==> src/rtl/mux_scan_pkg.sv <==
`default_nettype none
// ============================================================================
//  Module      : mux_scan_pkg
//  Description : Shared definitions for the mux-scan serialiser: data word
//                and select widths, plus the state encoding of the
//                serialiser FSM. The PAR state exists only when
//                MUX_SCAN_PARITY_EN is defined.
//  Revision    : 1.0  initial release
// ============================================================================
package mux_scan_pkg;

    localparam int WORD_W = 16;
    localparam int SEL_W  = 4;

    // FSM state encoding (explicit 2-bit width, legacy-compatible constants)
    typedef logic [1:0] state_t;

    localparam state_t IDLE  = 2'd0;
    localparam state_t SHIFT = 2'd1;
`ifdef MUX_SCAN_PARITY_EN
    localparam state_t PAR   = 2'd2;
`endif

    // First select value of a frame for the chosen scan direction
    function automatic logic [SEL_W-1:0] sel_start(input logic lsb_first);
        return lsb_first ? {SEL_W{1'b0}} : {SEL_W{1'b1}};
    endfunction

    // Final data-bit select value of a frame for the chosen scan direction
    function automatic logic [SEL_W-1:0] sel_end(input logic lsb_first);
        return lsb_first ? {SEL_W{1'b1}} : {SEL_W{1'b0}};
    endfunction

endpackage : mux_scan_pkg
`default_nettype wire

==> src/rtl/mux_16to1.sv <==
`default_nettype none
// ============================================================================
//  Module      : mux_16to1
//  Description : Plain 16:1 bit multiplexer, out = in[sel].
//  Ports       : in   [15:0]  data inputs
//                sel  [3:0]   select
//                out          selected bit
//  Revision    : 1.0  initial release
// ============================================================================
module mux_16to1
    import mux_scan_pkg::*;
(
    input  logic [WORD_W-1:0] in,
    input  logic [SEL_W-1:0]  sel,
    output logic              out
);

    assign out = in[sel];

endmodule : mux_16to1
`default_nettype wire

==> src/rtl/mux_scan_serializer.sv <==
`default_nettype none
// ============================================================================
//  Module      : mux_scan_serializer
//  Description : Accepts a 16-bit word on a valid/ready handshake and emits
//                it one bit per transfer by scanning a registered mux select
//                across the registered word. Downstream flow control uses
//                ser_valid/ser_ready; ser_first/ser_last frame the output.
//  Parameters  : LSB_FIRST  1 = scan sel 0..15, 0 = scan sel 15..0
//  Macro       : MUX_SCAN_PARITY_EN  when defined, appends an even-parity
//                bit (state PAR) so a frame is 17 transfers long;
//                otherwise a frame is exactly 16 transfers.
//  Ports       : clk        clock, rising edge
//                rst        synchronous active-high reset
//                in_data    parallel word to serialise
//                in_valid   in_data valid
//                in_ready   block can accept a word (IDLE only)
//                ser_out    current serial bit
//                ser_valid  ser_out valid
//                ser_ready  downstream takes ser_out this cycle
//                ser_first  first bit of a frame
//                ser_last   final bit of a frame
//                sel_dbg    current mux select
//  Revision    : 1.0  initial release
// ============================================================================
module mux_scan_serializer
    import mux_scan_pkg::*;
#(
    parameter bit LSB_FIRST = 1'b1
) (
    input  logic              clk,
    input  logic              rst,
    input  logic [WORD_W-1:0] in_data,
    input  logic              in_valid,
    output logic              in_ready,
    output logic              ser_out,
    output logic              ser_valid,
    input  logic              ser_ready,
    output logic              ser_first,
    output logic              ser_last,
    output logic [SEL_W-1:0]  sel_dbg
);

    localparam logic [SEL_W-1:0] c_sel_start = sel_start(LSB_FIRST);
    localparam logic [SEL_W-1:0] c_sel_end   = sel_end(LSB_FIRST);

    state_t             r_state;
    logic [WORD_W-1:0]  r_word;
    logic [SEL_W-1:0]   r_sel;

    logic               w_mux_bit;
    logic               w_at_start;
    logic               w_at_end;
    logic [SEL_W-1:0]   w_sel_next;
`ifdef MUX_SCAN_PARITY_EN
    logic               w_parity;
`endif

    // ------------------------------------------------------------------
    // Bit selection: registered word and select only, so ser_out never
    // sees in_data combinationally.
    // ------------------------------------------------------------------
    mux_16to1 u_mux (
        .in  (r_word),
        .sel (r_sel),
        .out (w_mux_bit)
    );

    assign w_at_start = (r_sel == c_sel_start);
    assign w_at_end   = (r_sel == c_sel_end);
    assign w_sel_next = LSB_FIRST ? (r_sel + 4'd1) : (r_sel - 4'd1);

`ifdef MUX_SCAN_PARITY_EN
    assign w_parity = ^r_word;
`endif

    // ------------------------------------------------------------------
    // State, word and select registers. The select stops at the last
    // data bit instead of wrapping; it is reloaded on the next accept.
    // ------------------------------------------------------------------
    always_ff @(posedge clk) begin
        if (rst) begin
            r_state <= IDLE;
            r_word  <= '0;
            r_sel   <= '0;
        end else begin
            case (r_state)
                IDLE: begin
                    if (in_valid) begin
                        r_word  <= in_data;
                        r_sel   <= c_sel_start;
                        r_state <= SHIFT;
                    end
                end
                SHIFT: begin
                    if (ser_ready) begin
                        if (w_at_end) begin
`ifdef MUX_SCAN_PARITY_EN
                            r_state <= PAR;
`else
                            r_state <= IDLE;
`endif
                        end else begin
                            r_sel <= w_sel_next;
                        end
                    end
                end
`ifdef MUX_SCAN_PARITY_EN
                PAR: begin
                    if (ser_ready) begin
                        r_state <= IDLE;
                    end
                end
`endif
                default: begin
                    r_state <= IDLE;
                end
            endcase
        end
    end

    // ------------------------------------------------------------------
    // Outputs, all decoded from registered state. ser_out is forced low
    // whenever no bit is being presented.
    // ------------------------------------------------------------------
    always_comb begin
        in_ready  = 1'b0;
        ser_valid = 1'b0;
        ser_out   = 1'b0;
        ser_first = 1'b0;
        ser_last  = 1'b0;
        case (r_state)
            IDLE: begin
                in_ready = 1'b1;
            end
            SHIFT: begin
                ser_valid = 1'b1;
                ser_out   = w_mux_bit;
                ser_first = w_at_start;
`ifndef MUX_SCAN_PARITY_EN
                ser_last  = w_at_end;
`endif
            end
`ifdef MUX_SCAN_PARITY_EN
            PAR: begin
                ser_valid = 1'b1;
                ser_out   = w_parity;
                ser_last  = 1'b1;
            end
`endif
            default: begin
                in_ready = 1'b0;
            end
        endcase
    end

    assign sel_dbg = r_sel;

endmodule : mux_scan_serializer
`default_nettype wire

==> config.mk <==
export PLATFORM = sky130hd
export DESIGN_NAME = mux_scan_serializer
export DESIGN_NICKNAME = d
export VERILOG_FILES = /design/src/rtl/mux_scan_pkg.sv /design/src/rtl/mux_16to1.sv /design/src/rtl/mux_scan_serializer.sv
export SDC_FILE = /design/constraint.sdc
export NUM_CORES = 1
export LEC_CHECK = 0
export ABC_AREA = 1
export CAP_MARGIN = 25
export CORE_ASPECT_RATIO = 1.1
export CORE_MARGIN = 8
export CORE_UTILIZATION = 46
export DETAILED_ROUTE_END_ITERATION = 12
export PLACE_DENSITY = 0.77
export SYNTH_ARGS = -nofsm -noshare
export SYNTH_HDL_FRONTEND = slang
export SYNTH_SLANG_ARGS = --single-unit
==> constraint.sdc <==
create_clock -name clk -period 1.9 [get_ports clk]
set_clock_uncertainty 0.2 [all_clocks]
set_input_delay 0.38 -clock clk [delete_from_list [all_inputs] [get_ports clk]]
set_output_delay 0.38 -clock clk [all_outputs]
set_load 0.05 [all_outputs]
==> results of run 1 <==
through the flow:
step | setup TNS (ps) | power [mW]
after floorplan | 0 | 0.668
after global placement | 0 | 0.767
after detailed placement | 0 | 0.776
after CTS | -417 | 1.02
after global routing | -604 | 1.09
final | -322 | 1.02
state kept, by name, summed over array words and instances (netlist names):
name and count:
r_word 16, sel_dbg 4, r_state 1
layout by cell type (no fill, tap or decap):
cell and n:
a211oi_1 1, nor2_2 4, inv_1 16, a21oi_4 1
clkdlybuf4s50_1 19, or2_2 2, clkbuf_4 3, nor2_4 1
ha_2 1, o21ai_0 15, o21ai_1 2, buf_6 2
buf_12 7, inv_8 1, o21ai_2 2, dfxtp_4 2
buf_4 5, nor3_1 2, inv_4 1, nand3_2 7
nand3_1 4, nand2_4 1, a21oi_1 15, nand2_1 18
a211oi_2 1, inv_2 5, clkinv_2 1, ha_1 1
nand2_2 5, dfxtp_1 17, dfxtp_2 2, nand4_1 1
nor2_1 12
how the worst max path moves through the flow:
stage / start / end / slack, ps / cells past startpoint
after floorplan: sel_dbg[3]$_SDFFE_PP0P_ / ser_last / 2 / 2
after global placement: sel_dbg[0]$_SDFFE_PP0P_ / ser_out / 140 / 7
after detailed placement: sel_dbg[0]$_SDFFE_PP0P_ / ser_out / 100 / 9
after CTS: sel_dbg[0]$_SDFFE_PP0P_ / ser_last / -210 / 5
after global routing: sel_dbg[0]$_SDFFE_PP0P_ / ser_out / -300 / 9
final: sel_dbg[0]$_SDFFE_PP0P_ / ser_out / -200 / 8
Yosys cell counts, types with 2 or more instances:
library cell | instances | area [sq um]
or2_2 | 2 | 12.5
nor2_1 | 13 | 48.8
nor2_2 | 4 | 25.0
ha_1 | 2 | 25.0
inv_2 | 5 | 18.8
nand2_1 | 22 | 82.6
o21ai_2 | 2 | 17.5
nand3_1 | 11 | 55.1
o21ai_0 | 15 | 75.1
buf_6 | 2 | 22.5
a21oi_1 | 16 | 80.1
o21ai_1 | 2 | 10.0
inv_1 | 18 | 67.6
dfxtp_1 | 21 | 420
nor3_1 | 2 | 10.0
worst max-delay path: stages, from the launching register on:
cell	delay, ps
dfxtp_4	420
buf_6	130
nor2_2	40
nor2_2	60
nand2_1	60
nand3_2	70
nand3_2	80
a21oi_4	180
buf_12	150
power by group:
group | switching [mW] | internal (mW) | leakage [nW] | total (mW)
sequential | 0.0222 | 0.473 | 0.176 | 0.495
combinational | 0.167 | 0.137 | 0.449 | 0.305
clock | 0.144 | 0.0789 | 0.0177 | 0.223
kinds of logic after synthesis:
kind of cell / Yosys count
compound gates: 37
flops: 21
simple gates: 57
buf+inv: 28
fa+ha+maj: 2
per-layer routing:
| metal | wire length [um] | GRT usage |
|---|---|---|
| met3 | 102 | 0.0371 |
| met1 | 1150 | 0.179 |
| met4 | 97 | 0.0933 |
| met5 | 0 | 0 |
| met2 | 1490 | 0.258 |
timing repair:
action	in CTS	in global routing
setup buffers	3	1
hold buffers	0	0
resized for setup	15	9
pin swaps	6	7
setup endpoints to repair	3	3
layout make-up:
cell class / count / share of cell area
Clock buffer: 3 / 0.0147
Clock inverter: 1 / 0.00326
Multi-Input combinational cell: 96 / 0.360
Tap cell: 30 / 0.0245
Sequential cell: 21 / 0.281
Timing Repair Buffer: 33 / 0.254
Inverter: 23 / 0.0628
==> reports/qor.yml, run 1 <==
yosys:
  ys_ff_latch: 21
  synth-compound-area-share: 0.197
  syn_inst: 145
  yosysSeqAreaShare: 0.408
  synth_flop_cell: "dfxtp_1"
  async_reset_ff_frac: 0
  yosys.area_share.simple: 0.250
  synth_xor_area_frac: 0
  syn-mean-instance-area_sq_um: 7.11
  ys_types: 23
  synth_edf_count: 0
  synth_top_family_by_area: "simple AND/OR/NAND/NOR gates"
  syn-cell-area_sq_um: 1030
  synth_fa_ha_area_frac: 0.0243
  yosysWarnings: 0
  syn_nets: 167
  synthMuxAreaShare: 0
timing:
  worst_slack_ps: -196
  finalSetupViolCount: 2
  finalCriticalPeriod_ps: 2100
  slew_viol_final: 0
  max_freq_mhz: 477
  relSlewSlack: 0.806
  hold_violations: 0
  finalCritPeriodShare: 1.10
  tightest_slew_ps: 291
  holdWs_ps: 270
  rsz0062_at_grt: "true"
clock_network:
  htree_levels: 1
  clkTransAtPathRegs_ps: 120
  ctsRootBufferMaster: "clkbuf_4"
  cts_made_buffers: 3
  cts.path.max_buffers: 2
  clk_latency_ps: 320
  clock_sinks: 21
  cts_tree: "yes"
route:
  dr.first_iter.drc_count: 27
  vias: 1024
  dr.pass1.iters: 4
  final_antenna_net_count: 0
  routed_wl_um: 2830
  wl_per_cell_um: 13.7
  drc_errors: 0
  via_per_inst: 4.95
floorplanning:
  rows: 18
  ios: 29
  core_sq_um: 2180
  die_width_um: 61.1
  die_y_um: 65.7
  initial_utilization: 0.472
  die-area_sq_um: 4010
placed_design:
  dp.cells: 199
  gp_congestion: 0.867
  dpl_cell_area_sq_um: 1410
  dpl_worst_slack_ps: 101
  hpwl_um: 2020
  portBuffers: 28
layout:
  fin_nets: 200
  utilization: 0.702
  antenna_cells: 0
  fin_cells: 207
  syn_to_final_growth_pct: 48.8
  num-fill-cells: 192
  fin_area_sq_um: 1530
  register_area_sq_um: 430
  multi_input_area_sq_um: 552
  drive_gt1_frac: 0.305
grt:
  grt_remaining_overflow: 0
  gr-usage-all-layers: 0.158
  grt_pass1_vias: 1073
  grt_max_degree: 30
  antenna_found_initial: 0
  grt_pass1_wl_um: 4770
power:
  peakVddDrop_uv: 441
  power.density_nw_per_um2: 667
  power.leakage_nw: 0.643
worst_setup_path:
  critPathKind: "flop to output pin"
  endpoint_kind: "output pin"
  worstPathArrival_ps: 1520
  critPathRequiredTime_ps: 1320
  worst_setup_path_start_kind: "flop"
  r2r_cells: 7
  path_max_fanout: 6
  rr_endpoint: "sel_dbg[0]$_SDFFE_PP0P_"
  r2r-start: "sel_dbg[0]$_SDFFE_PP0P_"
  r2r_setup_slack_ps: 230
run_status:
  status: "complete, but fails checks"
  violations: "negative setup slack"
run:
  max_cap_violations: 0
min_path:
  whs_path_depth: 2
  hp-start: "r_word[6]$_SDFFE_PP0P_"
  hold_class: "flop to flop"
  hold_end: "r_word[6]$_SDFFE_PP0P_"
Note: power is estimated with default switching activity, not from simulation.
==> run 2: changes to the inputs <==
--- a/config.mk
+++ b/config.mk
@@ -12,6 +12,7 @@
 export CORE_UTILIZATION = 46
 export DETAILED_ROUTE_END_ITERATION = 12
 export PLACE_DENSITY = 0.77
+export SKIP_CTS_REPAIR_TIMING = 1
 export SYNTH_ARGS = -nofsm -noshare
 export SYNTH_HDL_FRONTEND = slang
 export SYNTH_SLANG_ARGS = --single-unit
==> run 2 against run 1 <==
The run still ends with negative setup slack left. Wire length down 0.92%. Design area rose by 1.3%. Combinational power increased by 3%. Power is 1.3% higher. Cell count up 0.97%. First-iteration DRC count down 15%. Register-to-register slack improved by 120 ps. Global-route usage shrank 1.0 points. Largest cell class unchanged.
==> reports/qor.yml, run 2 (same netlist as run 1, synthesis figures left out) <==
timing:
  finalCriticalPeriod_ps: 2130
  tightest_slew_ps: 289
  finalCritPeriodShare: 1.12
  relSlewSlack: 0.807
  max_freq_mhz: 469
  holdWs_ps: 272
  finalSetupTns_ps: -271
  worst_slack_ps: -231
  rsz0062_at_grt: "true"
  slew_viol_final: 0
  hold_violations: 0
  finalSetupViolCount: 2
grt:
  gr-usage-all-layers: 0.148
  grt_pass1_wl_um: 4490
  grt_remaining_overflow: 0
  grt_pass1_vias: 1056
  antenna_found_initial: 0
  grt_max_degree: 30
layout:
  syn_to_final_growth_pct: 50.7
  layout_common_cells: "19 x clkdlybuf4s50_1, 17 x dfxtp_1, 16 x nand2_1, 16 x inv_1"
  antenna_cells: 0
  largest-register: "r_word"
  fin_nets: 202
  utilization: 0.711
  layout.cells.most_common: "clkdlybuf4s50_1"
  largest_reg_flops: 16
  drive_gt1_frac: 0.313
worst_setup_path:
  endpoint_kind: "output pin"
  path_max_fanout: 8
  worstPathBufferInverterCount: 3
  critPathKind: "flop to output pin"
  crit_cells: 9
  worstPathArrival_ps: 1550
  crit_top_cell: "nand2_1"
  cpMaxStageDelayCell: "dfxtp_4"
  path_cells: "inv_4 > nand2_1 > nand3_2 > nand2_2 > nand2_1 > nand2_1 > inv_2 > a21oi_4 > buf_12"
  r2r_setup_slack_ps: 350
  worst_setup_path_start_kind: "flop"
  cp_top_family: "flip-flops"
  max_stage_delay_ps: 440
  critPathRequiredTime_ps: 1320
  r2r_cells: 6
floorplanning:
  die-area_sq_um: 4010
  die_y_um: 65.7
  core_sq_um: 2180
  ios: 29
  rows: 18
  initial_utilization: 0.472
  die_width_um: 61.1
min_path:
  hold_class: "flop to flop"
  whs_path_depth: 2
route:
  dr.first_iter.drc_count: 23
  via_per_inst: 4.97
  final_antenna_net_count: 0
  drc_errors: 0
  routed_wl_um: 2810
  vias: 1039
  wl_per_cell_um: 13.4
  dr.pass1.iters: 4
placed_design:
  hpwl_um: 2020
  dpl_worst_slack_ps: 101
  portBuffers: 28
  gp_congestion: 0.867
power:
  power.leakage_nw: 0.655
  power.density_nw_per_um2: 667
  p_total_mw: 1.04
  peakVddDrop_uv: 449
clock_network:
  ctsRootBufferMaster: "clkbuf_4"
  clk_latency_ps: 320
  clock_sinks: 21
  cts.path.max_buffers: 2
  htree_levels: 1
  clkTransAtPathRegs_ps: 120
  cts_made_buffers: 3
  cts_tree: "yes"
run:
  max_cap_violations: 0
run_status:
  violations: "negative setup slack"
  status: "complete, but fails checks"
run 2: cell count changes in the layout (fill, tap and decap cells not counted), sizes merged:
cell	change
buf	+2
run 2: per-layer routing:
metal,GRT usage,part of all wire,routed length [um],vias to the layer above
met5,0,0,0,-
met4,0.0962,0.032,91,0
met3,0.0371,0.046,129,9
met2,0.246,0.52,1450,29
met1,0.160,0.40,1140,466
li1,-,-,-,535
run 2: through the flow:
stage | instance area [sq um] | std cells
global placement | 1410 | 199
detailed placement | 1410 | 199
floorplan | 1060 | 145
finish | 1550 | 209
global route | 1550 | 209
CTS | 1440 | 203
run 2: cell type report:
type	instances	area, sq um
fill	185	631
sequential	21	430
tap	30	37.5
inverter	23	91.3
clock buffer	3	22.5
clock inverter	1	5.00
multi-input combinational	96	549
timing repair buffer	35	418
run 2: path summary, 6_finish.rpt:
check / endpoint / start
max: ser_out / sel_dbg[0]$_SDFFE_PP0P_
min: r_word[6]$_SDFFE_PP0P_ / r_word[6]$_SDFFE_PP0P_
max reg2reg: sel_dbg[1]$_SDFFE_PP0P_ / sel_dbg[0]$_SDFFE_PP0P_
min reg2reg: r_word[6]$_SDFFE_PP0P_ / r_word[6]$_SDFFE_PP0P_
run 2: worst register-to-register path, cell delays in order, from the launching register on:
cell and delay [ps]:
dfxtp_4 440, ha_1 200, nand4_1 140, buf_4 180, nand2_4 110, a21oi_1 60
a211oi_2 140
run 2: power by group:
group | leakage [nW] | internal (mW) | switching [mW] | total [mW]
combinational | 0.462 | 0.146 | 0.169 | 0.315
sequential | 0.176 | 0.473 | 0.0206 | 0.493
clock | 0.0177 | 0.0791 | 0.149 | 0.228
total | 0.655 | 0.697 | 0.339 | 1.04
==> run 3: changes to the inputs <==
--- a/config.mk
+++ b/config.mk
@@ -10,8 +10,10 @@
 export CORE_ASPECT_RATIO = 1.1
 export CORE_MARGIN = 8
 export CORE_UTILIZATION = 46
+export CTS_CLUSTER_DIAMETER = 150
+export CTS_CLUSTER_SIZE = 14
 export DETAILED_ROUTE_END_ITERATION = 12
-export PLACE_DENSITY = 0.77
+export PLACE_DENSITY = 0.88
 export SKIP_CTS_REPAIR_TIMING = 1
 export SYNTH_ARGS = -nofsm -noshare
 export SYNTH_HDL_FRONTEND = slang
==> run 3 against run 2 <==
Critical endpoint unchanged. The flow still finishes with violations (negative setup slack). Wire length up 9.5%. Die area is the same. Combinational power up 2%. Critical path depth unchanged. Highest routed layer unchanged.
==> reports/qor.yml, run 3 (same netlist as run 1, synthesis figures left out) <==
timing:
  worst_slack_ps: -256
  finalCritPeriodShare: 1.13
  max_freq_mhz: 464
  hold_violations: 0
  slew_viol_final: 0
  tightest_slew_ps: 363
  rsz0062_at_grt: "true"
  finalCriticalPeriod_ps: 2160
  finalSetupViolCount: 2
  relSlewSlack: 0.758
  holdWs_ps: 269
worst_setup_path:
  critPathRequiredTime_ps: 1320
  cpMaxStageDelayCell: "dfxtp_4"
  endpoint_kind: "output pin"
  path_max_fanout: 8
  crit_top_cell: "nand2_1"
  max_stage_delay_ps: 430
  worstPathBufferInverterCount: 3
  critPathKind: "flop to output pin"
  r2r_cells: 5
  rr_endpoint: "sel_dbg[0]$_SDFFE_PP0P_"
  r2r-start: "sel_dbg[1]$_SDFFE_PP0P_"
  cp_top_family: "flip-flops"
  path_cells: "inv_6 > nand2_1 > nand3_2 > nand2_2 > nand2_1 > nand2_1 > inv_2 > a21oi_4 > buf_12"
  r2r_setup_slack_ps: 310
  worst_setup_path_start_kind: "flop"
  worstPathArrival_ps: 1580
clock_network:
  htree_levels: 1
  cts_tree: "yes"
  clock_sinks: 21
  ctsRootBufferMaster: "clkbuf_4"
  clkTransAtPathRegs_ps: 100
  cts_made_buffers: 3
  cts.path.max_buffers: 2
  clk_latency_ps: 310
layout:
  fin_cells: 207
  antenna_cells: 0
  layout_common_cells: "19 x clkdlybuf4s50_1, 17 x dfxtp_1, 16 x inv_1, 16 x nand2_1"
  layout.cells.most_common: "clkdlybuf4s50_1"
  largest_reg_flops: 16
  fin_area_sq_um: 1540
  fin_nets: 200
  largest-register: "r_word"
  drive_gt1_frac: 0.305
  syn_to_final_growth_pct: 49.1
power:
  peakVddDrop_uv: 507
  power.leakage_nw: 0.645
  power.density_nw_per_um2: 671
floorplanning:
  rows: 18
  core_sq_um: 2180
  ios: 29
  die_y_um: 65.7
  die_width_um: 61.1
  initial_utilization: 0.472
  die-area_sq_um: 4010
run_status:
  status: "complete, but fails checks"
  violations: "negative setup slack"
route:
  dr.first_iter.drc_count: 54
  via_per_inst: 5.34
  wl_per_cell_um: 14.9
  routed_wl_um: 3080
  vias: 1105
  drc_errors: 0
  final_antenna_net_count: 0
  dr.pass1.iters: 4
placed_design:
  dpl_cell_area_sq_um: 1410
  hpwl_um: 2080
  gp_congestion: 0.829
  portBuffers: 28
  dp.cells: 199
grt:
  grt_pass1_wl_um: 4570
  antenna_found_initial: 0
  gr-usage-all-layers: 0.145
  grt_max_degree: 26
  grt_pass1_vias: 1086
  grt_remaining_overflow: 0
min_path:
  hold_class: "flop to flop"
  hold_end: "r_word[15]$_SDFFE_PP0P_"
  hp-start: "r_word[15]$_SDFFE_PP0P_"
  whs_path_depth: 2
run:
  max_cap_violations: 0
[run 3: cell count changes in the layout (fill, tap and decap cells not counted), sizes merged]
cell    change
clkbuf      +1
buf         -2
clkinv      -1
[run 3: worst max-delay path by stage]
| stage | from | endpoint | cells past startpoint | slack (ps) |
|---|---|---|---|---|
| CTS | sel_dbg[0]$_SDFFE_PP0P_ | ser_out | 7 | -270 |
| finish | sel_dbg[0]$_SDFFE_PP0P_ | ser_out | 9 | -260 |
| global route | sel_dbg[0]$_SDFFE_PP0P_ | ser_out | 9 | -330 |
| floorplan | sel_dbg[3]$_SDFFE_PP0P_ | ser_last | 2 | 2 |
| global placement | sel_dbg[0]$_SDFFE_PP0P_ | ser_out | 7 | 130 |
| detailed placement | sel_dbg[0]$_SDFFE_PP0P_ | ser_out | 7 | 110 |
[run 3: routing by layer]
metal  track usage  up-vias  share of wire  wire [um]
li1              -      534              -          -
met1         0.151      502           0.37       1150
met2         0.253       50           0.52       1610
met3        0.0332       19          0.057        174
met4        0.0904        0          0.048        147
met5             0        -              0          0
[run 3: cell type report]
class,instances,area [sq um]
Clock buffer,4,26.3
Fill cell,165,647
Inverter,23,98.8
Multi-Input combinational cell,96,554
Sequential cell,21,430
Tap cell,30,37.5
Timing Repair Buffer,33,390
[run 3: stage by stage]
step                      power (mW)   util  setup WS (ps)  setup TNS (ps)
after global routing            1.08  0.704           -326            -544
final                           1.03  0.704           -256            -388
after detailed placement       0.777  0.646            110               0
after CTS                      0.981  0.658           -266            -464
after global placement         0.766  0.646            131               0
after floorplan                0.668      -           2.33               0
[run 3: tightest hold or removal path, delay by kind of cell (launching register included)]
| kind | cells | cell delay [ps] |
|---|---|---|
| AOI/OAI and AO/OA | 1 | 60 |
| buffers and inverters | 1 | 60 |
| DFF | 1 | 310 |
[run 3: power breakdown]
group          internal, mW  switching, mW
logic                 0.142          0.179
registers             0.473         0.0242
clock network        0.0820          0.132
